File: config.mk
export PLATFORM = sky130hd
export DESIGN_NAME = instr_fetch_unit_flat
export DESIGN_NICKNAME = d
export VERILOG_FILES = /design/src/rtl/ifu_pkg.sv /design/src/rtl/instr_fetch_unit_if.sv /design/src/rtl/instr_fetch_unit.sv /design/src/flat_wrapper.sv
export SDC_FILE = /design/constraint.sdc
export NUM_CORES = 1
export LEC_CHECK = 0
export BUFFER_PORTS_ARGS = -buffer_cell sky130_fd_sc_hd__clkbuf_2
export CAP_MARGIN = 20
export CORE_MARGIN = 4
export CORE_UTILIZATION = 30
export CTS_CLUSTER_DIAMETER = 120
export DETAILED_ROUTE_END_ITERATION = 7
export SETUP_SLACK_MARGIN = 0.4
export SYNTH_ARGS = -nofsm -noshare
export SYNTH_HDL_FRONTEND = slang
export SYNTH_SLANG_ARGS = --single-unit
File: constraint.sdc
create_clock -name clk -period 4.9 [get_ports clk]
set_input_delay 0.98 -clock clk [delete_from_list [all_inputs] [get_ports clk]]
set_output_delay 0.98 -clock clk [all_outputs]
set_load 0.05 [all_outputs]
File: src/rtl/ifu_pkg.sv
// Shared fetch/decode definitions: fetch state encoding, instruction word type, halt encoding.
package ifu_pkg;
  localparam int INSTR_WIDTH = 16;

  typedef logic [INSTR_WIDTH-1:0] instr_t;

  localparam instr_t HALT_INSTR_DEF = 16'hFFFF;

  typedef enum logic [1:0] {
    S_WAIT = 2'd0,
    S_LOAD = 2'd1,
    S_RUN  = 2'd2,
    S_HALT = 2'd3
  } ifu_state_e;
endpackage

File: src/rtl/instr_fetch_unit_if.sv
// Bundle of loader handshake, instruction-memory bus, pipeline control and IF/ID outputs.
// master = fetch unit side, slave = loader / memory / pipeline side.
interface instr_fetch_unit_if #(
  parameter int DATA_WIDTH = 16,
  parameter int ADDR_WIDTH = 16
);
  logic                  load_mode;
  logic                  load_valid;
  logic [DATA_WIDTH-1:0] load_data;
  logic                  load_last;
  logic                  load_ready;
  logic                  load_overflow;

  logic [ADDR_WIDTH-1:0] imem_addr;
  logic [DATA_WIDTH-1:0] imem_data;
  logic                  imem_we;
  logic [DATA_WIDTH-1:0] imem_q;

  logic                  stall;
  logic                  redirect_valid;
  logic [ADDR_WIDTH-1:0] redirect_pc;

  logic [DATA_WIDTH-1:0] if_instr;
  logic [ADDR_WIDTH-1:0] if_pc;
  logic                  if_valid;
  logic                  halted;

  modport master (
    input  load_mode, load_valid, load_data, load_last, imem_q,
           stall, redirect_valid, redirect_pc,
    output load_ready, load_overflow, imem_addr, imem_data, imem_we,
           if_instr, if_pc, if_valid, halted
  );

  modport slave (
    output load_mode, load_valid, load_data, load_last, imem_q,
           stall, redirect_valid, redirect_pc,
    input  load_ready, load_overflow, imem_addr, imem_data, imem_we,
           if_instr, if_pc, if_valid, halted
  );
endinterface

File: src/rtl/instr_fetch_unit.sv
// Instruction fetch stage: boot loader into instruction memory, then PC sequencing
// with stall, redirect/flush and halt, feeding the IF/ID pipeline register.
module instr_fetch_unit
  import ifu_pkg::*;
#(
  parameter int                    DATA_WIDTH = 16,
  parameter int                    ADDR_WIDTH = 16,
  parameter int                    MEM_SIZE   = 1024,
  parameter logic [ADDR_WIDTH-1:0] RESET_PC   = '0,
  parameter logic [DATA_WIDTH-1:0] HALT_INSTR = DATA_WIDTH'(HALT_INSTR_DEF)
) (
  input  logic               clk,
  input  logic               rst,
  instr_fetch_unit_if.master bus
);
  // Last writable word; the loader stops here even without load_last.
  localparam logic [ADDR_WIDTH-1:0] LOAD_END = ADDR_WIDTH'(MEM_SIZE - 1);

  ifu_state_e            state_q, state_d;
  logic [ADDR_WIDTH-1:0] pc_q, pc_d;
  logic [ADDR_WIDTH-1:0] load_addr_q, load_addr_d;
  logic [ADDR_WIDTH-1:0] if_pc_q, if_pc_d;
  logic [DATA_WIDTH-1:0] if_instr_q, if_instr_d;
  logic                  if_valid_q, if_valid_d;
  logic                  load_overflow_q, load_overflow_d;

  logic load_accept;
  logic load_exit;
  logic fetch_halt;

  assign load_accept = (state_q == S_LOAD) && bus.load_valid;
  assign load_exit   = load_accept && (bus.load_last || (load_addr_q == LOAD_END));
  // A halt word only takes effect on a real fetch (no redirect, no stall).
  assign fetch_halt  = !bus.redirect_valid && !bus.stall && (bus.imem_q == HALT_INSTR);

  // State register and all datapath flops; reset clears everything asynchronously.
  always_ff @(posedge clk or posedge rst) begin
    if (rst) begin
      state_q         <= S_WAIT;
      pc_q            <= RESET_PC;
      load_addr_q     <= '0;
      if_pc_q         <= '0;
      if_instr_q      <= '0;
      if_valid_q      <= 1'b0;
      load_overflow_q <= 1'b0;
    end else begin
      state_q         <= state_d;
      pc_q            <= pc_d;
      load_addr_q     <= load_addr_d;
      if_pc_q         <= if_pc_d;
      if_instr_q      <= if_instr_d;
      if_valid_q      <= if_valid_d;
      load_overflow_q <= load_overflow_d;
    end
  end

  // Next-state logic: one wait cycle, optional load, run until a halt word is fetched.
  always_comb begin
    state_d = state_q;
    case (state_q)
      S_WAIT:  state_d = bus.load_mode ? S_LOAD : S_RUN;
      S_LOAD:  if (load_exit) state_d = S_RUN;
      S_RUN:   if (fetch_halt) state_d = S_HALT;
      default: state_d = state_q;
    endcase
  end

  // Datapath next values: loader counter, PC and IF/ID register.
  always_comb begin
    pc_d            = pc_q;
    load_addr_d     = load_addr_q;
    if_pc_d         = if_pc_q;
    if_instr_d      = if_instr_q;
    if_valid_d      = if_valid_q;
    load_overflow_d = load_overflow_q;
    case (state_q)
      S_LOAD: begin
        if (load_accept) load_addr_d = load_addr_q + ADDR_WIDTH'(1);
        if (load_exit) begin
          pc_d = RESET_PC;
          if (!bus.load_last) load_overflow_d = 1'b1;
        end
      end
      S_RUN: begin
        if (bus.redirect_valid) begin
          // Redirect beats stall: the in-flight entry is from the wrong path.
          pc_d       = bus.redirect_pc;
          if_valid_d = 1'b0;
        end else if (!bus.stall) begin
          if_instr_d = bus.imem_q;
          if_pc_d    = pc_q;
          if_valid_d = 1'b1;
          if (!fetch_halt) pc_d = pc_q + ADDR_WIDTH'(1);
        end
      end
      S_HALT: begin
        if (!bus.stall) if_valid_d = 1'b0;
      end
      default: ;
    endcase
  end

  // Output decode: memory bus is owned by the loader in S_LOAD, by the PC otherwise.
  always_comb begin
    bus.load_ready = 1'b0;
    bus.imem_addr  = pc_q;
    bus.imem_data  = '0;
    bus.imem_we    = 1'b0;
    bus.halted     = 1'b0;
    case (state_q)
      S_LOAD: begin
        bus.load_ready = 1'b1;
        bus.imem_addr  = load_addr_q;
        bus.imem_data  = bus.load_data;
        bus.imem_we    = bus.load_valid;
      end
      S_HALT:  bus.halted = 1'b1;
      default: ;
    endcase
  end

  assign bus.if_instr      = if_instr_q;
  assign bus.if_pc         = if_pc_q;
  assign bus.if_valid      = if_valid_q;
  assign bus.load_overflow = load_overflow_q;
endmodule
File: src/flat_wrapper.sv
// flat-port wrapper written by rule: the top's interface ports become plain ports
module instr_fetch_unit_flat import ifu_pkg::*;
#(
  parameter int                    DATA_WIDTH = 16,
  parameter int                    ADDR_WIDTH = 16,
  parameter int                    MEM_SIZE   = 1024,
  parameter logic [ADDR_WIDTH-1:0] RESET_PC   = '0,
  parameter logic [DATA_WIDTH-1:0] HALT_INSTR = DATA_WIDTH'(HALT_INSTR_DEF)
)
  (clk, rst, bus_load_mode, bus_load_valid, bus_load_data, bus_load_last, bus_imem_q, bus_stall, bus_redirect_valid, bus_redirect_pc, bus_load_ready, bus_load_overflow, bus_imem_addr, bus_imem_data, bus_imem_we, bus_if_instr, bus_if_pc, bus_if_valid, bus_halted);
  instr_fetch_unit_if #(.DATA_WIDTH(DATA_WIDTH), .ADDR_WIDTH(ADDR_WIDTH)) bus_i ();
  input  logic clk;
  input  logic rst;
  input wire logic [$bits(bus_i.load_mode)-1:0] bus_load_mode;
  input wire logic [$bits(bus_i.load_valid)-1:0] bus_load_valid;
  input wire logic [$bits(bus_i.load_data)-1:0] bus_load_data;
  input wire logic [$bits(bus_i.load_last)-1:0] bus_load_last;
  input wire logic [$bits(bus_i.imem_q)-1:0] bus_imem_q;
  input wire logic [$bits(bus_i.stall)-1:0] bus_stall;
  input wire logic [$bits(bus_i.redirect_valid)-1:0] bus_redirect_valid;
  input wire logic [$bits(bus_i.redirect_pc)-1:0] bus_redirect_pc;
  output wire logic [$bits(bus_i.load_ready)-1:0] bus_load_ready;
  output wire logic [$bits(bus_i.load_overflow)-1:0] bus_load_overflow;
  output wire logic [$bits(bus_i.imem_addr)-1:0] bus_imem_addr;
  output wire logic [$bits(bus_i.imem_data)-1:0] bus_imem_data;
  output wire logic [$bits(bus_i.imem_we)-1:0] bus_imem_we;
  output wire logic [$bits(bus_i.if_instr)-1:0] bus_if_instr;
  output wire logic [$bits(bus_i.if_pc)-1:0] bus_if_pc;
  output wire logic [$bits(bus_i.if_valid)-1:0] bus_if_valid;
  output wire logic [$bits(bus_i.halted)-1:0] bus_halted;
  assign bus_i.load_mode = bus_load_mode;
  assign bus_i.load_valid = bus_load_valid;
  assign bus_i.load_data = bus_load_data;
  assign bus_i.load_last = bus_load_last;
  assign bus_i.imem_q = bus_imem_q;
  assign bus_i.stall = bus_stall;
  assign bus_i.redirect_valid = bus_redirect_valid;
  assign bus_i.redirect_pc = bus_redirect_pc;
  assign bus_load_ready = bus_i.load_ready;
  assign bus_load_overflow = bus_i.load_overflow;
  assign bus_imem_addr = bus_i.imem_addr;
  assign bus_imem_data = bus_i.imem_data;
  assign bus_imem_we = bus_i.imem_we;
  assign bus_if_instr = bus_i.if_instr;
  assign bus_if_pc = bus_i.if_pc;
  assign bus_if_valid = bus_i.if_valid;
  assign bus_halted = bus_i.halted;
  instr_fetch_unit #(.DATA_WIDTH(DATA_WIDTH), .ADDR_WIDTH(ADDR_WIDTH), .MEM_SIZE(MEM_SIZE), .RESET_PC(RESET_PC), .HALT_INSTR(HALT_INSTR)) u_core (.clk(clk), .rst(rst), .bus(bus_i));
endmodule
# Yosys cells after proc, flatten, opt, wreduce, memory -nomap -nowiden
# Index checks and enable logic that the tools add are counted.
# W data, S select, Z words.
[totals]
regBits = 68
out_inout_bits = 69
[classes]
mux = 18
n_addsub = 2
reduce_logical = 17
n_eq_ne = 10
n_bitwise = 3
[ops]
columns = ["cell", "count"]
rows = [
  ["$mux W16", 6],
  ["$add A16 B1 Y16 const B", 2],
  ["$pmux W16 S2", 1],
  ["$eq A16 B10 Y1 const B", 1],
  ["$eq A16 B16 Y1 const B", 1],
  ["$reduce_and A3 Y1", 4],
  ["$mux W1", 6],
  ["$mux W2", 3],
  ["$ne A3 B3 Y1 const B", 2],
  ["$pmux W2 S3", 1],
  ["$eq A2 B2 Y1 const B", 2],
  ["$logic_and A1 B1 Y1", 4],
  ["$ne A2 B1 Y1 const B", 2],
  ["$reduce_and A4 Y1", 1],
  ["$reduce_bool A2 Y1", 2],
  ["$not A1 Y1", 3],
  ["$reduce_bool A3 Y1", 1],
  ["$eq A2 B1 Y1 const B", 1],
  ["$logic_not A1 Y1", 2],
  ["$logic_not A2 Y1", 1],
  ["$ne A2 B2 Y1 const B", 1],
  ["$pmux W1 S2", 1],
  ["$reduce_and A2 Y1", 1],
  ["$logic_or A1 B1 Y1", 1],
]

# Depth between registers and ports, before layout
[logic_depth]
ltp_word = 7
depth_mapped = 10
depth_no_buf = 8

# Worst setup path before layout
# No wires, ideal clock.
[synth_path]
kind = "reg2out"
from = "reg u_core.state_q[0]"
to = "out bus_imem_addr[10]"
n_path_buf = 2
stages_incl_launch_ff = 5
arrival_time_ns = 2.267
required_ns = 3.920
setup_slack_ns = 1.653
cell_sequence = "dfrtp_1 > ha_1 > buf_6 > clkbuf_1 > o21ai_0"
[synth_via]
elab_chain_len = 2
[synth_lines]
columns = ["item", "line_no", "rtl"]
rows = [
  ["from (decl)", "instr_fetch_unit.sv:19", "ifu_state_e state_q, state_d;"],
  ["from (signal assigned)", "instr_fetch_unit.sv:47", "state_q <= state_d;"],
  ["$eq A2 B1 Y1", "instr_fetch_unit.sv:110", "case (state_q)"],
  ["$mux W16", "instr_fetch_unit.sv:110", ""],
  ["to (decl)", "flat_wrapper.sv:24", "output wire logic [$bits(bus_i.imem_addr)-1:0] bus_imem_addr;"],
]
# No other way between the ends.

# Final worst setup path
[layout_path]
from = "reg u_core.state_q[1]"
to = "out bus_imem_addr[4]"
# Same word-level chain as after synthesis.

==> impl_metrics.py <==
metrics = {
    "sta": {
        "max_freq_mhz": 288,
        "timing.hold.ws_ns": 0.485,
        "tns_ns": 0,
        "maxSlewViolCount": 0,
        "fin_crit_ns": 3.47,
        "fin_skew_ns": 0.00709,
        "hold_viol": 0,
        "fin_crit_sh_pct": 70.7,
        "setup-violations-final": 0,
        "relSlewSlack_pct": 39.3,
        "rsz0062_at_grt": "false",
        "fin_ws_ns": 1.43,
        "tightest_slew_ns": 0.911,
    },
    "cts": {
        "hold_buffers": 0,
        "cts_tree": "done",
        "clock_sinks": 68,
        "post_cts_buffers": 0,
        "h-tree-depth": 3,
        "numCtsBuffers": 9,
        "cts_buffer_depth": 2,
        "root_buffer": "clkbuf_16",
        "clkLatencyLatePin_ns": 0.33,
        "clk_pin_slew_ns": 0.06,
        "cts_resized": 0,
    },
    "run_status": {
        "status": "finished clean",
    },
    "floorplanning": {
        "rows": 39,
        "die_area_um2": 13900,
        "die_w_um": 118,
        "chipHeight_um": 118,
        "initial_core_util_pct": 31.2,
        "core_um2": 11600,
        "pin_count": 124,
    },
    "place": {
        "place_ws_ns": 1.77,
        "placed_area_um2": 4340,
        "dp_cells": 594,
        "portBuffers": 123,
        "dp.final_hpwl_um": 7300,
        "gp_congestion": 0.790,
    },
    "pwr": {
        "leakagePower_nw": 2.27,
        "power_mw": 3.30,
        "power_density_nw_per_um2": 708,
        "vdd_ir_drop_max_mv": 0.287,
    },
    "finish": {
        "final_util_pct": 40.2,
        "area_growth_pct": 28.9,
        "nFillCells": 1165,
        "finalNonFillerCells": 610,
        "finalInstanceArea_um2": 4660,
        "drive_gt1_share_pct": 42.6,
        "multi_input_area_um2": 1760,
        "final_net_count": 522,
        "antenna_cells": 0,
        "register_area_um2": 1700,
    },
    "routing": {
        "drc": 0,
        "viasPerCell": 4.80,
        "drt_iter0_drc": 111,
        "ant_nets": 0,
        "wl_per_cell_um": 15.8,
        "vias": 2925,
        "drt_pre_antenna_iters": 5,
        "wirelength_um": 9650,
    },
    "logic_synthesis": {
        "synth_top_area_share_pct": 47.0,
        "async_flop_share_pct": 100,
        "yosysUniqueCellTypes": 45,
        "synth_edf_count": 0,
        "syn-num-nets": 401,
        "synth.area.top_cells": "dfrtp_1 (47%), mux2_2 (12%), o21ai_0 (3.2%), nand2_1 (3.1%), a21oi_1 (3.0%)",
        "yosysSeqAreaShare_pct": 47.0,
        "ys_ff_latch": 68,
        "synth_top_cell_by_area": "dfrtp_1",
        "yosys_warnings": 0,
        "synth-main-ff-cell": "dfrtp_1",
        "syn_inst": 341,
        "netlist_area_um2": 3620,
        "avgSynthCellArea_um2": 10.6,
    },
    "worst_setup_path": {
        "start_kind": "register",
        "crit_path_max_incr_delay_ns": 0.75,
        "end_kind": "output pin",
        "cp_cell_sequence": "inv_1, ha_1, buf_4, mux2_2, clkbuf_2",
        "required_ns": 3.92,
        "critPathArrivalTime_ns": 2.49,
        "crit_fanout": 27,
        "path_class": "reg -> out",
        "worst_path_max_delay_cell": "ha_1",
    },
    "global_routing": {
        "grt-ovfl-total": 0,
        "grt_usage_pct": 14.0,
        "grt_pass1_vias": 2921,
        "grt_pass1_wl_um": 15800,
        "grt_max_degree": 48,
        "grt_antenna_before_repair": 0,
    },
    "worst_hold_path": {
        "hp-class": "reg -> reg",
    },
    "job": {
        "maxCapViolCount": 0,
    },
}
cells by family after synthesis:
group / after synthesis / synth area share, %
buffers and inverters: 31 / 4.32
AOI/OAI and AO/OA: 63 / 11.6
and+or+nand+nor: 116 / 18.4
muxes: 42 / 13.0
xor gates and xnor gates: 16 / 3.87
DFF: 68 / 47.0
adders and majority gates: 5 / 1.73
registers in the layout, indices dropped and copies added (netlist names):
signal	cells
u_core.state_q	2
u_core.load_addr_q	16
u_core.bus.load_overflow	1
u_core.bus.if_instr	16
u_core.bus.if_pc	16
u_core.pc_q	16
u_core.bus.if_valid	1
power by group:
| part | internal, mW | switching, mW | total, mW |
|---|---|---|---|
| registers | 0.764 | 0.182 | 0.946 |
| logic | 0.446 | 1.21 | 1.66 |
| clock network | 0.459 | 0.241 | 0.700 |
cell usage after synthesis (2+ instances only):
master	count
nand4_1	7
nor4_1	2
buf_6	3
mux2_1	4
a21oi_1	22
o31ai_1	2
clkbuf_1	7
and3_1	4
nand2_1	30
nor2b_1	2
buf_2	3
ha_1	5
mux2_2	37
o21ai_0	23
nor3_1	15
o22ai_2	6
nor4_4	2
o31a_1	2
xor2_1	5
and2_1	16
nand3_1	11
nor2_1	16
o22ai_1	2
dfrtp_1	68
inv_1	15
xnor2_1	11
nand4_2	3
layer usage:
metal / track usage (%) / up-vias / share of wire (%)
li1: - / 1443 / -
met1: 18.9 / 1407 / 46
met2: 22.1 / 69 / 48
met3: 3.60 / 6 / 5.0
met4: 3.96 / 0 / 1.0
met5: 0 / - / 0
cells in the final DEF, fill, tap and decap left out, types with 2 or more instances in the layout:
cell type and instances:
mux2_1 4, xnor2_1 11, nand4_1 7, o22ai_1 2
a21oi_1 22, o31a_1 2, nor3_1 15, clkinv_4 2
clkbuf_16 9, nand3_1 11, nor4_1 2, inv_1 14
o31ai_1 2, clkbuf_2 123, o22ai_2 6, and3_1 4
mux2_2 37, bufinv_16 2, o21ai_0 23, nand2_1 30
clkinv_2 2, nor2b_1 2, buf_4 3, nor2_1 15
dfrtp_1 68, nand4_2 3, and2_1 16, xor2_1 5
ha_1 5, nor4_4 2
worst max-delay path, delay by kind of cell, from the launching register on:
kind       cells  cell delay [ns]
mux            1             0.35
buf+inv        3             0.66
flops          1             0.40
fa+ha+maj      1             0.75
layout make-up:
cell class	count	area share (%)
Multi-Input combinational cell	242	37.8
Tap cell	143	3.84
Clock inverter	6	1.88
Sequential cell	68	36.5
Timing Repair Buffer	126	13.7
Inverter	15	1.21
Clock buffer	10	5.12
path summary, 6_finish.rpt:
kind                                                 startpoint                                   end  slack [ns]  depth (start not counted)
max                               u_core.state_q[1]$_DFFE_PP0P_                      bus_imem_addr[4]        1.43                          5
min                        u_core.bus.load_overflow$_DFFE_PP0P_  u_core.bus.load_overflow$_DFFE_PP0P_        0.49                          1
max reg2reg                       u_core.state_q[1]$_DFFE_PP0P_           u_core.pc_q[14]$_DFFE_PP0P_        1.76                          9
min reg2reg                u_core.bus.load_overflow$_DFFE_PP0P_  u_core.bus.load_overflow$_DFFE_PP0P_        0.49                          1
max in group asynchronous                                   rst            u_core.pc_q[5]$_DFFE_PP0P_        3.26                          3
min in group asynchronous                                   rst   u_core.bus.if_instr[13]$_DFFE_PP0P_        0.64                          2
(Power assumes the default switching activity.)
